--- config.mk ---
export PLATFORM = sky130hd
export DESIGN_NAME = pc_fetch_unit
export DESIGN_NICKNAME = d
export VERILOG_FILES = /design/src/rtl/pc_fetch_pkg.sv /design/src/rtl/pc_next_sel.sv /design/src/rtl/pc_fetch_unit.sv
export SDC_FILE = /design/constraint.sdc
export NUM_CORES = 1
export LEC_CHECK = 0
export BUFFER_PORTS_ARGS = -buffer_cell sky130_fd_sc_hd__buf_2
export CELL_PAD_IN_SITES_DETAIL_PLACEMENT = 1
export CELL_PAD_IN_SITES_GLOBAL_PLACEMENT = 1
export CORE_MARGIN = 1
export CORE_UTILIZATION = 28
export DETAILED_ROUTE_END_ITERATION = 16
export GPL_TIMING_DRIVEN = 0
export PLACE_DENSITY = 0.76
export SKIP_LAST_GASP = 1
export SYNTH_ARGS = -nofsm -noshare
export SYNTH_HDL_FRONTEND = slang
export SYNTH_SLANG_ARGS = --single-unit
--- constraint.sdc ---
create_clock -name clock -period 1.9 [get_ports clock]
set_input_delay 0.095 -clock clock [delete_from_list [all_inputs] [get_ports clock]]
set_output_delay 0.095 -clock clock [all_outputs]
set_load 0.1 [all_outputs]
--- src/rtl/pc_fetch_pkg.sv ---
// -----------------------------------------------------------------------------
// pc_fetch_pkg
//  Shared definitions for the PC fetch unit: default datapath width, the reset
//  PC and the fetch FSM state encoding.
//  Contents:
//    WIDTH     default address/data width
//    RESET_PC  default PC after reset (the external incrementer resets to 1)
//    state_t   FSM state type; S_IDLE, S_REQ, S_HOLD constants
// -----------------------------------------------------------------------------
package pc_fetch_pkg;

  localparam int          WIDTH    = 32;
  localparam int unsigned RESET_PC = 0;

  typedef logic [1:0] state_t;

  localparam state_t S_IDLE = 2'd0;  // no request outstanding
  localparam state_t S_REQ  = 2'd1;  // imem_req high, waiting for imem_ack
  localparam state_t S_HOLD = 2'd2;  // word captured, waiting for downstream

endpackage

--- src/rtl/pc_next_sel.sv ---
// -----------------------------------------------------------------------------
// pc_next_sel
//  Architectural PC register. On load it takes either the branch target or the
//  incrementer result; it never adds anything itself, so any wrap-around in
//  pc_soma is passed straight through.
//  Ports:
//    clock          in   rising-edge clock
//    reset          in   asynchronous active-high reset (pc <= RESET_PC)
//    load           in   update the PC this cycle (instruction consumed)
//    branch_taken   in   choose branch_target instead of pc_soma
//    branch_target  in   WIDTH  branch destination
//    pc_soma        in   WIDTH  registered pc+1 from the external incrementer
//    pc             out  WIDTH  current PC
// -----------------------------------------------------------------------------
import pc_fetch_pkg::*;

module pc_next_sel #(
  parameter int               WIDTH    = pc_fetch_pkg::WIDTH,
  parameter logic [WIDTH-1:0] RESET_PC = WIDTH'(pc_fetch_pkg::RESET_PC)
) (
  input  logic             clock,
  input  logic             reset,
  input  logic             load,
  input  logic             branch_taken,
  input  logic [WIDTH-1:0] branch_target,
  input  logic [WIDTH-1:0] pc_soma,
  output logic [WIDTH-1:0] pc
);

  logic [WIDTH-1:0] pc_reg;
  logic [WIDTH-1:0] pc_next;

  always_comb begin
    pc_next = branch_taken ? branch_target : pc_soma;
  end

  always_ff @(posedge clock or posedge reset) begin
    if (reset) begin
      pc_reg <= RESET_PC;
    end else if (load) begin
      pc_reg <= pc_next;
    end
  end

  assign pc = pc_reg;

endmodule

--- src/rtl/pc_fetch_unit.sv ---
// -----------------------------------------------------------------------------
// pc_fetch_unit
//  Holds the architectural PC, drives the instruction-memory request/ack
//  handshake and presents fetched words downstream with valid/ready. Each
//  consumed word loads the next PC from pc_soma or from a branch target.
//  Optional feature macro: PC_FETCH_CNT_EN -- when defined, fetch_count counts
//  consumed instructions (wrapping); otherwise fetch_count is tied to 0.
//  Ports:
//    clock, reset    rising-edge clock, asynchronous active-high reset
//    pc_soma         in   registered pc+1 from the incrementer
//    branch_taken    in   at consume: next PC = branch_target
//    branch_target   in   branch destination
//    stall           in   hold off new fetch requests
//    pc              out  current PC (to incrementer)
//    imem_req        out  fetch request
//    imem_addr       out  fetch address (equals pc)
//    imem_ack        in   memory returns imem_data this cycle
//    imem_data       in   fetched word
//    instr           out  captured instruction
//    instr_valid     out  instr holds an unconsumed word
//    instr_ready     in   downstream accepts instr
//    fetch_count     out  consumed-instruction count
// -----------------------------------------------------------------------------
import pc_fetch_pkg::*;

module pc_fetch_unit #(
  parameter int               WIDTH    = pc_fetch_pkg::WIDTH,
  parameter logic [WIDTH-1:0] RESET_PC = WIDTH'(pc_fetch_pkg::RESET_PC)
) (
  input  logic             clock,
  input  logic             reset,
  input  logic [WIDTH-1:0] pc_soma,
  input  logic             branch_taken,
  input  logic [WIDTH-1:0] branch_target,
  input  logic             stall,
  output logic [WIDTH-1:0] pc,
  output logic             imem_req,
  output logic [WIDTH-1:0] imem_addr,
  input  logic             imem_ack,
  input  logic [WIDTH-1:0] imem_data,
  output logic [WIDTH-1:0] instr,
  output logic             instr_valid,
  input  logic             instr_ready,
  output logic [WIDTH-1:0] fetch_count
);

  state_t           state_reg;
  state_t           state_next;
  logic [WIDTH-1:0] instr_reg;
  logic [WIDTH-1:0] instr_next;
  logic             instr_valid_reg;
  logic             instr_valid_next;
  logic             consume;

  assign consume = (state_reg == S_HOLD) && instr_valid_reg && instr_ready;

  // Stall is only looked at when deciding whether to start a new request; once
  // S_REQ is entered the request is held until the memory acknowledges it.
  always_comb begin
    state_next       = state_reg;
    instr_next       = instr_reg;
    instr_valid_next = instr_valid_reg;
    case (state_reg)
      S_IDLE: begin
        if (!stall) begin
          state_next = S_REQ;
        end
      end
      S_REQ: begin
        if (imem_ack) begin
          instr_next       = imem_data;
          instr_valid_next = 1'b1;
          state_next       = S_HOLD;
        end
      end
      S_HOLD: begin
        if (consume) begin
          instr_valid_next = 1'b0;
          state_next       = stall ? S_IDLE : S_REQ;
        end
      end
      default: begin
        // Unused encoding: fall back to idle with nothing pending.
        instr_valid_next = 1'b0;
        state_next       = S_IDLE;
      end
    endcase
  end

  always_ff @(posedge clock or posedge reset) begin
    if (reset) begin
      state_reg       <= S_IDLE;
      instr_reg       <= '0;
      instr_valid_reg <= 1'b0;
    end else begin
      state_reg       <= state_next;
      instr_reg       <= instr_next;
      instr_valid_reg <= instr_valid_next;
    end
  end

  pc_next_sel #(
    .WIDTH    (WIDTH),
    .RESET_PC (RESET_PC)
  ) u_pc_next_sel (
    .clock         (clock),
    .reset         (reset),
    .load          (consume),
    .branch_taken  (branch_taken),
    .branch_target (branch_target),
    .pc_soma       (pc_soma),
    .pc            (pc)
  );

  assign imem_req    = (state_reg == S_REQ);
  assign imem_addr   = pc;
  assign instr       = instr_reg;
  assign instr_valid = instr_valid_reg;

`ifdef PC_FETCH_CNT_EN
  logic [WIDTH-1:0] fetch_count_reg;

  always_ff @(posedge clock or posedge reset) begin
    if (reset) begin
      fetch_count_reg <= '0;
    end else if (consume) begin
      fetch_count_reg <= fetch_count_reg + WIDTH'(1);
    end
  end

  assign fetch_count = fetch_count_reg;
`else
  assign fetch_count = '0;
`endif

endmodule

==> Yosys cells after proc, flatten, opt, wreduce, memory -nomap -nowiden <==
Index checks and enable logic that the tools add are counted.
{ "totals": {"output_inout_bits": 130, "ff_bits": 67, "in_bits": 102, "word_cells": 25} }
{ "op_classes": {"n_bitwise": 1, "n_reduce_logical": 6, "mux": 9, "eq_ne": 5} }
{ "op_table": {"columns": ["operator", "n"], "rows": [
  ["$mux 32", 1],
  ["$mux 2", 3],
  ["$pmux 2 s3", 1],
  ["$reduce_and 3->1", 2],
  ["$ne 2x2->1 const B", 2],
  ["$mux 1", 3],
  ["$pmux 1 s3", 1],
  ["$eq 2x1->1 const B", 1],
  ["$eq 2x2->1 const B", 1],
  ["$logic_and 1x1->1", 2],
  ["$logic_not 2->1", 1],
  ["$ne 2x1->1 const B", 1],
  ["$reduce_and 2->1", 1],
  ["$not 1->1", 1]
]} }

==> Depth between registers and ports, before layout <==
Gate-level depths: netlist of run 1.
{ "logic_depth": {"word_depth": 5, "mapped_depth": 4, "mapped_depth_nobuf": 3} }

==> Hierarchy <==
From an unflattened synthesis of run 1, not the netlist that was laid out.
{ "hier_totals": {"cells_unflattened": 288, "hier_area_um2": 3468.3} }
{ "by_module_without_submodules": {"columns": ["mod", "cells_per_inst", "seq_area_each_um2", "n_inst", "area_each_um2"], "rows": [
  ["pc_fetch_unit", 148, 875.8, 1, 1956.9],
  ["pc_next_sel", 140, 800.8, 1, 1511.4]
]} }

==> Least setup slack after synthesis of run 1 <==
OpenSTA, ideal clock, no wires.
{ "synth_path": {"kind": "register to register", "startpoint": "reg instr_valid_reg, in the netlist instr_valid", "endpoint": "reg u_pc_next_sel.pc_reg[0], in the netlist u_pc_next_sel.pc[0]", "slack_ns": -0.058, "arrival_time_ns": 1.831, "n_path_buf": 2, "stages_incl_launch_ff": 5, "cell_sequence": "dfrtp_1 and4b_1 buf_6 buf_6 mux2_4"} }
{ "synth_via": {"elab_chain_cells": 2} }
{ "synth_lines": {"columns": ["item", "line_no", "source"], "rows": [
  ["start: declaration", "pc_fetch_unit.sv:51", "logic instr_valid_reg;"],
  ["start signal: assignment", "pc_fetch_unit.sv:98", "instr_valid_reg <= instr_valid_next;"],
  ["$logic_and 1x1->1 (2 in series)", "pc_fetch_unit.sv:55", "assign consume = (state_reg == S_HOLD) && instr_valid_reg && instr_ready;"],
  ["end signal: assignment", "pc_next_sel.sv:41", "pc_reg <= pc_next;"],
  ["end: declaration", "pc_next_sel.sv:30", "logic [WIDTH-1:0] pc_reg;"]
]} }
Every way passes these cells.
A chain may end at the register's enable or synchronous reset.

==> Final worst setup path of run 1 <==
{ "layout_path": {"startpoint": "reg state_reg[1]", "endpoint": "out imem_req"} }
{ "layout_via": {"elab_chain_cells": 1} }
{ "layout_lines": {"columns": ["item", "line_no", "source"], "rows": [
  ["start: declaration", "pc_fetch_unit.sv:47", "state_t state_reg;"],
  ["start signal: assignment", "pc_fetch_unit.sv:96", "state_reg <= state_next;"],
  ["$eq 2x1->1", "pc_fetch_unit.sv:115", "assign imem_req = (state_reg == S_REQ);"],
  ["end: declaration", "pc_fetch_unit.sv:37", "output logic imem_req,"]
]} }
Every way passes these cells.

==> impl_metrics.py, run 1 <==
metrics = {
    "run_status": {
        "outcome": "finished clean",
    },
    "synthesis": {
        "yosysWarnings": 0,
        "synth_xor_area_frac": 0,
        "async_flop_share": 1.000,
        "synth_top_area_frac": 0.4775,
        "synth_commonest_cells": "67 x dfrtp_1, 66 x mux2_2, 64 x buf_4",
        "synthAdderAreaFrac": 0,
        "ys_seq_area_frac": 0.4775,
        "synthSimpleGateAreaFrac": 0.006771,
        "synth_largest_area_cell": "dfrtp_1",
        "synth_cells": 251,
        "yosysMostFrequentCell": "dfrtp_1",
        "post_synth_instance_area_mm2": 0.003511,
        "synth_ff_type": "dfrtp_1",
        "synth_cell_type_count": 16,
        "synth_mux_area_frac": 0.3400,
        "synthTopCellsByArea": "dfrtp_1 48%, mux2_2 21%, buf_4 14%",
        "synth_edf_count": 0,
        "avgSynthCellArea_um2": 13.99,
        "ys_ff_latch": 67,
        "synth-compound-area-share": 0.01105,
        "synth_top_family_by_area": "multiplexers",
    },
    "global_routing": {
        "grt_usage": 0.1473,
        "grt_pass1_vias": 2988,
        "grt_pass1_wl_um": 14800,
        "grt_max_degree": 68,
        "antenna_found_initial": 0,
        "grt_overflow": 0,
    },
    "timing": {
        "finalCritPeriodShare": 0.7951,
        "fmax_ghz": 0.6619,
        "setup_ws_ps": 389.3,
        "hold_violations": 0,
        "period_needed_ps": 1511,
        "drv_slew": 0,
        "rsz0062_at_grt": "false",
        "hold_slack_ps": 16.52,
        "setup_viol": 0,
        "skew_ps": 3.911,
        "slew_headroom": 0.4422,
        "tightest_slew_ps": 836.7,
    },
    "drt": {
        "via_per_inst": 3.999,
        "wl_per_cell_um": 13.78,
        "ant_nets": 0,
        "totalWireLength_um": 9491,
        "num_vias": 2755,
        "first_pass_iters": 4,
        "drt_first_iter_violations": 57,
        "drc": 0,
    },
    "layout": {
        "final_area_mm2": 0.005354,
        "finalNetCount": 619,
        "n_antenna_cell": 0,
        "drive_above_1_share": 0.7351,
        "area_delta_synth_final_pct": 52.49,
    },
    "die": {
        "core_area_mm2": 0.01211,
        "fp.dieW_um": 114.0,
        "start_util": 0.2899,
        "row_count": 40,
        "pin_count": 232,
        "die_h_um": 114.0,
        "die_area_mm2": 0.01299,
    },
    "placement": {
        "post_dp_cell_area_mm2": 0.004832,
        "post-place-ws_ps": 398.8,
        "hpwlAfterDp_um": 7027,
        "gp_congestion": 0.7409,
        "port_buffers": 198,
    },
    "clock_network": {
        "clk_pin_slew_ps": 50,
        "cts_root_buf": "clkbuf_16",
        "cts_tree": "yes",
        "htree_levels": 3,
        "clk_latency_ps": 320,
        "numCtsBuffers": 9,
        "cts_sinks": 67,
        "clockBufferDepth": 2,
    },
    "worst_setup_path": {
        "criticalPathCategory": "flop to output port",
        "cp_slowest_stage_delay_ps": 430,
        "crit_chain": "nand2b_1 > inv_1 > buf_2",
        "critical_path.slowest_cell": "buf_2",
        "required_ps": 1800,
        "crit_fanout": 5,
        "worstPathArrival_ps": 1420,
        "ff2ff_setup_slack_ps": 400,
        "startpoint_type": "flop",
        "crit_path_end_kind": "output port",
        "cp_top_family": "buffers and inverters",
        "cp_num_buf_inv": 2,
    },
    "hold_path": {
        "hold_path_class": "input pin to flop",
    },
    "run": {
        "drv_cap": 0,
    },
}
cell usage in the layout, fill, tap and decap left out:
master and count:
buf_2 204, inv_1 3, clkbuf_8 1, a21boi_0 1, o32ai_1 2, dfrtp_1 66, clkinv_2 3, inv_4 1
clkbuf_16 9, dfrtp_2 1, and4b_1 1, dlygate4sd3_1 26, mux2_4 30, mux2_2 66, buf_6 4, buf_4 64
a22o_1 1, clkbuf_1 3, nand2b_1 1, a21oi_1 1, conb_1 32, nand3b_1 1
worst paths after layout:
kind	startpoint	end	cells past startpoint
min reg2reg	instr[19]	instr[19]	1
min in group asynchronous	reset	instr[10]	3
max in group asynchronous	reset	instr_valid	3
max reg2reg	state_reg[0]	u_pc_next_sel.pc[26]	4
min	imem_data[26]	instr[26]	2
max	state_reg[1]	imem_req	3
per-stage QoR:
stage	cells	util	setup TNS, ps
global placement	648	0.3988	-46770
CTS	689	0.4420	0
floorplan	282	-	-27.16
global route	689	0.4420	0
detailed placement	648	0.3990	0
finish	689	0.4420	0
cell type report:
class                   count  area, µm²
well taps                 168      210.2
plain buffers              75      559.3
flip-flops and latches     67       1678
fillers                  1393       6758
clock inverters             3      15.01
clock buffers              12      246.5
inverters                   4      17.52
repair buffers            224       1251
multi-input cells         136       1376
cells by family after synthesis:
group | after synthesis
muxes | 96
and+or+nand+nor | 3
other | 1
DFF | 67
AOI/OAI and AO/OA | 5
buffers and inverters | 79
repair_timing:
| action | in CTS | in global routing |
|---|---|---|
| hold buffers | 26 | 0 |
| resized for setup | 0 | 0 |
| setup buffers | 0 | 0 |
| endpoints found under the hold margin | 92 | 0 |
per-layer routing:
layer	routed length, µm	global-route usage	up-vias
met1	3406	0.1515	1321
met2	5253	0.2808	123
met5	0	0	-
met4	252	0.07879	0
li1	-	-	1295
met3	579	0.02710	16
Power of run 1 is not shown: default switching activity piles up to over one toggle a cycle in this logic, so the estimate is an artifact.
==> run 2, diff against run 1 <==
--- a/config.mk
+++ b/config.mk
@@ -9,10 +9,10 @@
 export CELL_PAD_IN_SITES_DETAIL_PLACEMENT = 1
 export CELL_PAD_IN_SITES_GLOBAL_PLACEMENT = 1
 export CORE_MARGIN = 1
-export CORE_UTILIZATION = 28
+export CORE_UTILIZATION = 31
 export DETAILED_ROUTE_END_ITERATION = 16
 export GPL_TIMING_DRIVEN = 0
-export PLACE_DENSITY = 0.76
+export PLACE_DENSITY = 0.8
 export SKIP_LAST_GASP = 1
 export SYNTH_ARGS = -nofsm -noshare
 export SYNTH_HDL_FRONTEND = slang
==> constraint.sdc (replaced) <==
create_clock -name clock -period 1.46 [get_ports clock]
set_input_delay 0.073 -clock clock [delete_from_list [all_inputs] [get_ports clock]]
set_output_delay 0.073 -clock clock [all_outputs]
set_load 0.1 [all_outputs]
==> impl_metrics.py, run 2 (synthesized netlist as in run 1, its figures left out) <==
metrics = {
    "run_status": {
        "outcome": "finished clean",
    },
    "hold_path": {
        "hold_path_class": "input pin to flop",
    },
    "worst_setup_path": {
        "worstPathArrival_ps": 1630,
        "crit_path_end_kind": "flop",
        "crit_fanout": 10,
        "startpoint_type": "flop",
        "required_ps": 1670,
        "criticalPathCategory": "flop to flop",
    },
    "timing": {
        "fmax_ghz": 0.7055,
        "drv_slew": 0,
        "skew_ps": 4.378,
        "finalCritPeriodShare": 0.9708,
        "period_needed_ps": 1417,
        "hold_slack_ps": 105.4,
        "tightest_slew_ps": 761.8,
        "hold_violations": 0,
        "setup_ws_ps": 42.65,
        "slew_headroom": 0.4911,
        "setup_viol": 0,
        "rsz0062_at_grt": "true",
    },
    "layout": {
        "final_cells": 678,
        "layout_common_cells": "200 x buf_2, 69 x buf_4, 66 x mux2_2, 66 x dfrtp_1, 36 x dlygate4sd3_1",
        "layout_commonest_cell": "buf_2",
        "final_area_mm2": 0.005592,
        "area_delta_synth_final_pct": 59.27,
        "drive_above_1_share": 0.7281,
        "finalNetCount": 634,
        "fillers": 1226,
    },
    "clock_network": {
        "htree_levels": 3,
        "cts_sinks": 67,
        "clk_latency_ps": 330,
        "cts_root_buf": "clkbuf_16",
        "clockBufferDepth": 2,
        "numCtsBuffers": 9,
        "cts_tree": "yes",
        "clk_pin_slew_ps": 50,
    },
    "die": {
        "row_count": 38,
        "die_area_mm2": 0.01175,
        "core_area_mm2": 0.01094,
        "die_h_um": 108.4,
        "pin_count": 232,
        "start_util": 0.3211,
        "fp.dieW_um": 108.4,
    },
    "global_routing": {
        "antenna_found_initial": 1,
        "grt_overflow": 0,
        "grt_pass1_wl_um": 15500,
        "grt_usage": 0.1764,
        "grt_max_degree": 35,
        "grt_pass1_vias": 3036,
    },
    "drt": {
        "ant_nets": 0,
        "first_pass_iters": 4,
        "drc": 0,
        "wl_per_cell_um": 15.09,
        "num_vias": 2871,
        "totalWireLength_um": 10230,
        "via_per_inst": 4.235,
        "drt_first_iter_violations": 66,
    },
    "placement": {
        "dp.cells": 621,
        "hpwlAfterDp_um": 7207,
        "gp_congestion": 0.7235,
        "post_dp_cell_area_mm2": 0.004821,
        "post-place-ws_ps": -52.63,
        "port_buffers": 198,
    },
    "run": {
        "drv_cap": 0,
    },
}
==> run 2: cell types whose count changed in the layout (fill, tap and decap cells not counted), sizes merged <==
| cell | delta |
|---|---|
| dlygate4sd3 | +10 |
| bufinv | +3 |
| buf | +2 |
| clkinvlp | +2 |
| diode | +1 |
| inv | -1 |
==> run 2: worst max-delay path, stage by stage (launching register included) <==
cell	delay (ps)
dfrtp_1	410
and4b_1	280
buf_6	150
buf_12	150
mux2_4	310
==> run 2: worst paths after layout <==
check,cells after the start,slack (ps),start,to
worst max-delay path,4,40,state_reg[0],u_pc_next_sel.pc[12]
worst max register to register,4,40,state_reg[0],u_pc_next_sel.pc[12]
worst min register to register,1,500,instr[26],instr[26]
max in group asynchronous,4,400,reset,u_pc_next_sel.pc[24]
min in group asynchronous,3,460,reset,instr[9]
worst min-delay path,3,110,branch_target[18],u_pc_next_sel.pc[18]
==> run 2: layout make-up <==
cell class	count	area, µm²	share of cell area
Antenna cell	1	2.502	0.0004475
Buffer	75	593.1	0.1061
Clock buffer	9	225.2	0.04028
Clock inverter	7	116.4	0.02081
Inverter	4	18.77	0.003356
Multi-Input combinational cell	136	1376	0.2461
Sequential cell	67	1680	0.3005
Tap cell	140	175.2	0.03133
Timing Repair Buffer	239	1404	0.2511
==> run 2: through the flow <==
step / setup TNS (ps) / utilization
global placement: -667.2 / 0.4390
global route: -45.92 / 0.5113
detailed placement: -1020 / 0.4408
CTS: -200.7 / 0.5063
finish: 0 / 0.5113
floorplan: -2812 / -
==> run 2: routing by layer <==
metal / GRT usage / wire, µm / vias up / share of wire
met5: 0 / 0 / - / 0
met4: 0.07722 / 152 / 0 / 0.015
met3: 0.04641 / 835 / 13 / 0.082
met2: 0.3336 / 5567 / 146 / 0.54
met1: 0.1804 / 3674 / 1385 / 0.36
li1: - / - / 1327 / -
==> run 2: repair_timing <==
action,CTS,global route
endpoints found under the setup margin,40,61
hold buffers,36,0
gates resized for setup,2,8
setup buffers,1,3
endpoints found under the hold margin,67,0
Power of run 2 is left out for the same reason.
